===== src/rtl/lsnn_neuron_array.sv =====
// Time-multiplexed array of adaptive leaky integrate-and-fire neurons.
// One shared datapath updates one neuron per clock; a spike vector is published per timestep.
module lsnn_neuron_array #(
  parameter int N_NEURONS   = 4,
  parameter int VW          = 12,
  parameter int AW          = 8,
  parameter int THETA       = 100,
  parameter int LEAK_SHIFT  = 3,
  parameter int BETA        = 20,
  parameter int ADAPT_SHIFT = 4,
  parameter int REFR        = 2
) (
  input  logic                    clk,
  input  logic                    rst,
  input  logic                    clear,
  input  logic                    step_valid,
  output logic                    step_ready,
  input  logic [N_NEURONS*VW-1:0] i_in,
  output logic [N_NEURONS-1:0]    spike_out,
  output logic                    spike_valid,
  output logic                    busy
);

  localparam int IW = (N_NEURONS > 1) ? $clog2(N_NEURONS) : 1;
  localparam int RW = (REFR > 0) ? $clog2(REFR + 1) : 1;
  localparam int EW = VW + 2;
  localparam logic signed [EW-1:0] V_MAX_E   = EW'((2 ** (VW - 1)) - 1);
  localparam logic signed [EW-1:0] V_MIN_E   = EW'(-(2 ** (VW - 1)));
  localparam logic signed [EW-1:0] THETA_E   = EW'(THETA);

  typedef enum logic [1:0] {IDLE = 2'd0, UPDATE = 2'd1, DONE = 2'd2} state_t;

  state_t state_r, state_next_s;

  logic signed [VW-1:0]    v_r    [N_NEURONS];
  logic [AW-1:0]           a_r    [N_NEURONS];
  logic [RW-1:0]           refr_r [N_NEURONS];
  logic [N_NEURONS*VW-1:0] i_lat_r;
  logic [IW-1:0]           idx_r;
  logic [N_NEURONS-1:0]    spk_col_r;
  logic [N_NEURONS-1:0]    spike_out_r;

  logic signed [VW-1:0] v_cur_s, i_cur_s, vn_s, v_new_s;
  logic [AW-1:0]        a_cur_s, a_dec_s, a_sat_s, a_new_s;
  logic [AW:0]          a_inc_s;
  logic [RW-1:0]        refr_cur_s, refr_new_s;
  logic signed [EW-1:0] v_ext_s, vsum_s, thr_s;
  logic                 spike_s, last_s;
  logic [N_NEURONS-1:0] spk_next_s;

  // Clamp a widened value into the signed VW-bit range instead of wrapping.
  function automatic logic signed [VW-1:0] sat_vw(input logic signed [EW-1:0] x);
    if (x > V_MAX_E) begin
      return V_MAX_E[VW-1:0];
    end else if (x < V_MIN_E) begin
      return V_MIN_E[VW-1:0];
    end else begin
      return x[VW-1:0];
    end
  endfunction

  // Step-sequencing state register.
  always_ff @(posedge clk or posedge rst) begin
    if (rst) state_r <= IDLE;
    else     state_r <= state_next_s;
  end

  // Next-state logic; clear in IDLE blocks acceptance of a step.
  always_comb begin
    state_next_s = state_r;
    case (state_r)
      IDLE:    if (step_valid && !clear) state_next_s = UPDATE;
               else                      state_next_s = IDLE;
      UPDATE:  if (last_s) state_next_s = DONE;
               else        state_next_s = UPDATE;
      DONE:    state_next_s = IDLE;
      default: state_next_s = IDLE;
    endcase
  end

  // Shared per-neuron datapath operating on the neuron selected by idx_r.
  always_comb begin
    v_cur_s    = v_r[idx_r];
    a_cur_s    = a_r[idx_r];
    refr_cur_s = refr_r[idx_r];
    i_cur_s    = i_lat_r[idx_r*VW +: VW];
    last_s     = (idx_r == IW'(N_NEURONS - 1));
    v_ext_s    = EW'(v_cur_s);
    vsum_s     = v_ext_s - (v_ext_s >>> LEAK_SHIFT) + EW'(i_cur_s);
    vn_s       = sat_vw(vsum_s);
    thr_s      = THETA_E + $signed({{(EW - AW){1'b0}}, a_cur_s});
    a_dec_s    = a_cur_s - (a_cur_s >> ADAPT_SHIFT);
    a_inc_s    = {1'b0, a_cur_s} + (AW + 1)'(BETA);
    a_sat_s    = a_inc_s[AW] ? {AW{1'b1}} : a_inc_s[AW-1:0];
    spike_s    = 1'b0;
    v_new_s    = vn_s;
    a_new_s    = a_dec_s;
    refr_new_s = refr_cur_s;
    if (refr_cur_s != RW'(0)) begin
      v_new_s    = '0;
      refr_new_s = refr_cur_s - RW'(1);
    end else if (EW'(vn_s) >= thr_s) begin
      spike_s    = 1'b1;
      v_new_s    = '0;
      a_new_s    = a_sat_s;
      refr_new_s = RW'(REFR);
    end else begin
      v_new_s    = vn_s;
    end
    spk_next_s         = spk_col_r;
    spk_next_s[idx_r]  = spike_s;
  end

  // Neuron state, input latch, index and spike collection.
  always_ff @(posedge clk or posedge rst) begin
    if (rst) begin
      for (int k = 0; k < N_NEURONS; k++) begin
        v_r[k]    <= '0;
        a_r[k]    <= '0;
        refr_r[k] <= '0;
      end
      i_lat_r     <= '0;
      idx_r       <= '0;
      spk_col_r   <= '0;
      spike_out_r <= '0;
    end else begin
      case (state_r)
        IDLE: begin
          if (clear) begin
            for (int k = 0; k < N_NEURONS; k++) begin
              v_r[k]    <= '0;
              a_r[k]    <= '0;
              refr_r[k] <= '0;
            end
          end else if (step_valid) begin
            i_lat_r   <= i_in;
            idx_r     <= '0;
            spk_col_r <= '0;
          end
        end
        UPDATE: begin
          v_r[idx_r]    <= v_new_s;
          a_r[idx_r]    <= a_new_s;
          refr_r[idx_r] <= refr_new_s;
          spk_col_r     <= spk_next_s;
          idx_r         <= idx_r + IW'(1);
          // Publish on the last update so spike_out is fresh in the DONE cycle.
          if (last_s) spike_out_r <= spk_next_s;
        end
        default: begin
        end
      endcase
    end
  end

  assign spike_out   = spike_out_r;
  assign spike_valid = (state_r == DONE);
  assign busy        = (state_r != IDLE);
  assign step_ready  = (state_r == IDLE) && !clear;

endmodule


===== config.mk =====
export PLATFORM = sky130hd
export DESIGN_NAME = lsnn_neuron_array
export DESIGN_NICKNAME = d
export VERILOG_FILES = /design/src/rtl/lsnn_neuron_array.sv
export SDC_FILE = /design/constraint.sdc
export NUM_CORES = 1
export LEC_CHECK = 0
export CAP_MARGIN = 10
export CORE_MARGIN = 2
export CORE_UTILIZATION = 64
export CTS_CLUSTER_SIZE = 40
export DETAILED_ROUTE_END_ITERATION = 10
export DONT_BUFFER_PORTS = 1
export GPL_TIMING_DRIVEN = 0
export PLACE_DENSITY = 0.8
export SETUP_SLACK_MARGIN = 0.05
export SLEW_MARGIN = 20
export SYNTH_ARGS = -nofsm -noshare
export SYNTH_HDL_FRONTEND = slang
export SYNTH_SLANG_ARGS = --single-unit

===== constraint.sdc =====
create_clock -name clk -period 10.07 [get_ports clk]
set_input_delay 1.5105 -clock clk [delete_from_list [all_inputs] [get_ports clk]]
set_output_delay 1.5105 -clock clk [all_outputs]
set_load 0.01 [all_outputs]

==> results.yml <==
timing:
  worst_clock_skew_ns: 0.0126
  slew_violations: 0
  worst_pin_slew_ns: 1.05
  fin_crit_sh_pct: 87.7
  hold_viol: 0
  timing.hold.ws_ns: 0.477
  setup_violations: 0
  max_slew_margin_pct: 29.8
  layout_min_cycle_time_ns: 8.83
  tns_ns: 0
  max_freq_mhz: 113
  rsz0062_at_grt: "no"
clocking:
  tritoncts: "yes"
  clk_pin_slew_ns: 0.06
  cts_sinks: 147
  ctsResizeCount: 0
  cts_buffer_depth: 2
  cts_hold_buf: 0
  root_buffer: "clkbuf_16"
  htree_levels: 4
  post_cts_buffers: 0
  numCtsBuffers: 17
  clock_latency_ns: 0.44
outcome:
  status: "completed"
floorplanning:
  dieArea_mm2: 0.0137
  die_h_um: 117
  core_region_area_mm2: 0.0125
  initial_utilization_pct: 65.1
  io_pins: 59
  die_x_um: 117
  num_rows: 41
global_route:
  grt_use_total_pct: 32.4
  grt_pass1_vias: 6372
  grt_pass1_wl_um: 32800
  grt.overflow.total: 0
  grt_start_max_net_pins: 108
  antenna_found_initial: 0
worst_setup_path:
  cp.required_ns: 10.40
  critical_path_class: "reg2reg"
  path_common_cell: "o21ai_0"
  critical_path.max_stage_delay_ns: 0.77
  crit_cells: 28
  crit_start: "idx_r[1]$_DFFE_PP0P_"
  crit_arrival_ns: 9.17
  crit_fanout: 10
  timing.rr.end: "v_r[32]$_DFFE_PP0P_"
  crit_family: "compound AO/OA/AOI/OAI gates"
  crit_slowest_cell: "buf_1"
  reg2reg_depth: 28
  critPathLaunchType: "register"
  cp-end-kind: "register"
  path_buf_inv: 7
  crit_path_end: "v_r[32]$_DFFE_PP0P_"
  rrSetupSlack_ns: 1.24
  reg2reg_from: "idx_r[1]$_DFFE_PP0P_"
drt:
  wl_per_cell_um: 21.6
  vias: 6058
  drc_errors: 0
  drt_wl_total_um: 20300
  drt_iter0_markers: 574
  ant_nets: 0
  viasPerCell: 6.44
  firstDrtPassIters: 5
cells_and_area:
  areaGrowthSynthToFinish_pct: 11.1
  layout-drive-gt1-share_pct: 18.2
  num_antenna_cells: 0
  layout.nets: 851
  fill_cells: 866
place:
  hpwlAfterDp_um: 13900
  gp_congestion: 0.875
  port_buffers: 0
synthesis:
  yosys.area.top_type: "dfrtp_1"
  synth_most_common_cell: "dfrtp_1"
  syn_nets: 831
  yosysTopAreaCellShare_pct: 45.1
  synth.area.top_cells: "dfrtp_1, mux4_2, mux2_2, ha_1, nand2_1"
  ys_types: 52
  synth_seq_cells: 147
  ys.warnings.count: 0
  synthesis.instances: 736
  ys_async_sr_fraction_pct: 100
  avgSynthCellArea_um2: 11.1
  synth-main-ff-cell: "dfrtp_1"
  syn_area_mm2: 0.00815
  synth_edf_count: 0
  yosysSeqAreaShare_pct: 45.1
  synth_top_cells_by_count: "dfrtp_1, nand2_1, inv_1"
min_path:
  hp-class: "reg2reg"
  min_path_cells: 2
run:
  drv_cap: 0
-- state kept, by name, summed over array words and instances (netlist names) --
| register | count |
|---|---|
| spike_out | 4 |
| state_r | 2 |
| v_r | 48 |
| a_r | 32 |
| spk_col_r | 3 |
| idx_r | 2 |
| refr_r | 8 |
| i_lat_r | 48 |
-- per-layer routing --
layer / vias to the layer above / global-route usage [%] / share of wire, %
li1: 2634 / - / -
met1: 3114 / 42.2 / 41
met2: 248 / 53.9 / 50
met3: 62 / 7.42 / 6.3
met4: 0 / 11.9 / 3.1
met5: - / 0 / 0
-- how the worst min path moves through the flow --
stage,start,endpoint,slack (ns)
finish,v_r[20]$_DFFE_PP0P_,v_r[20]$_DFFE_PP0P_,0.48
global route,v_r[12]$_DFFE_PP0P_,v_r[12]$_DFFE_PP0P_,0.49
CTS,v_r[20]$_DFFE_PP0P_,v_r[20]$_DFFE_PP0P_,0.48
detailed placement,a_r[9]$_DFFE_PP0P_,a_r[9]$_DFFE_PP0P_,0.47
global placement,a_r[31]$_DFFE_PP0P_,a_r[31]$_DFFE_PP0P_,0.46
floorplan,a_r[15]$_DFFE_PP0P_,a_r[15]$_DFFE_PP0P_,0.44
-- cell usage in the layout, fill, tap and decap left out, types with 2 or more instances in the layout --
| cell type | count |
|---|---|
| and2_1 | 6 |
| ha_1 | 31 |
| xnor2_1 | 12 |
| clkinv_4 | 2 |
| clkinvlp_4 | 3 |
| bufinv_16 | 5 |
| o21ai_0 | 55 |
| o211ai_1 | 4 |
| o21a_1 | 5 |
| buf_2 | 2 |
| nand2_1 | 95 |
| mux2_2 | 51 |
| a21o_1 | 4 |
| buf_1 | 6 |
| nand3_1 | 2 |
| o211a_1 | 3 |
| dfrtp_1 | 147 |
| nor2_1 | 30 |
| mux4_2 | 34 |
| nor2b_1 | 8 |
| o21ai_1 | 15 |
| nand2b_1 | 3 |
| fa_1 | 12 |
| nand4_1 | 2 |
| nor3_1 | 14 |
| a31oi_1 | 6 |
| a21oi_1 | 30 |
| clkbuf_16 | 17 |
| or2_2 | 2 |
| o21bai_1 | 3 |
| inv_1 | 66 |
| a22o_1 | 27 |
| xor2_1 | 4 |
| nor3b_1 | 2 |
| mux2i_1 | 7 |
| clkbuf_1 | 25 |
| o21ai_2 | 5 |
-- worst min-delay path: stages, from the launching register on --
cell and delay [ns]:
dfrtp_1 0.34, nand2_1 0.04, o21ai_0 0.06
-- metrics by stage --
| step | cells | worst slack, ns | area (um^2) | util (%) |
|---|---|---|---|---|
| 2_1_floorplan | 736 | 3.35 | 8150 | - |
| 3_3_place_gp | 908 | 1.88 | 8370 | 66.8 |
| 3_5_place_dp | 909 | 1.46 | 8400 | 67.1 |
| 4_1_cts | 941 | 1.33 | 9050 | 72.3 |
| 5_1_grt | 941 | 0.805 | 9050 | 72.3 |
| 6_report | 941 | 1.24 | 9050 | 72.3 |
-- kinds of logic after synthesis --
family | count (synthesis) | share of synthesized area (%)
XOR/XNOR | 16 | 1.72
flip-flops | 147 | 45.1
buffers and inverters | 100 | 4.87
AO/OA/AOI/OAI | 169 | 13.8
AND/OR/NAND/NOR | 167 | 8.99
multiplexers | 94 | 17.7
adder cells (fa/ha/maj) | 43 | 7.71
-- area by class of cell --
cell class	instances	area [um^2]	share of cell area, %
multi-input cells	489	4080	45.0
flip-flops and latches	147	3680	40.6
clock buffers	20	447	4.93
inverters	67	259	2.86
well taps	172	215	2.38
clock inverters	12	204	2.25
plain buffers	33	145	1.60
repair buffers	1	27.5	0.304
Power is left out: the tool's default activity adds up to more than one toggle a clock period on the data nets, which glitch-free logic cannot reach.
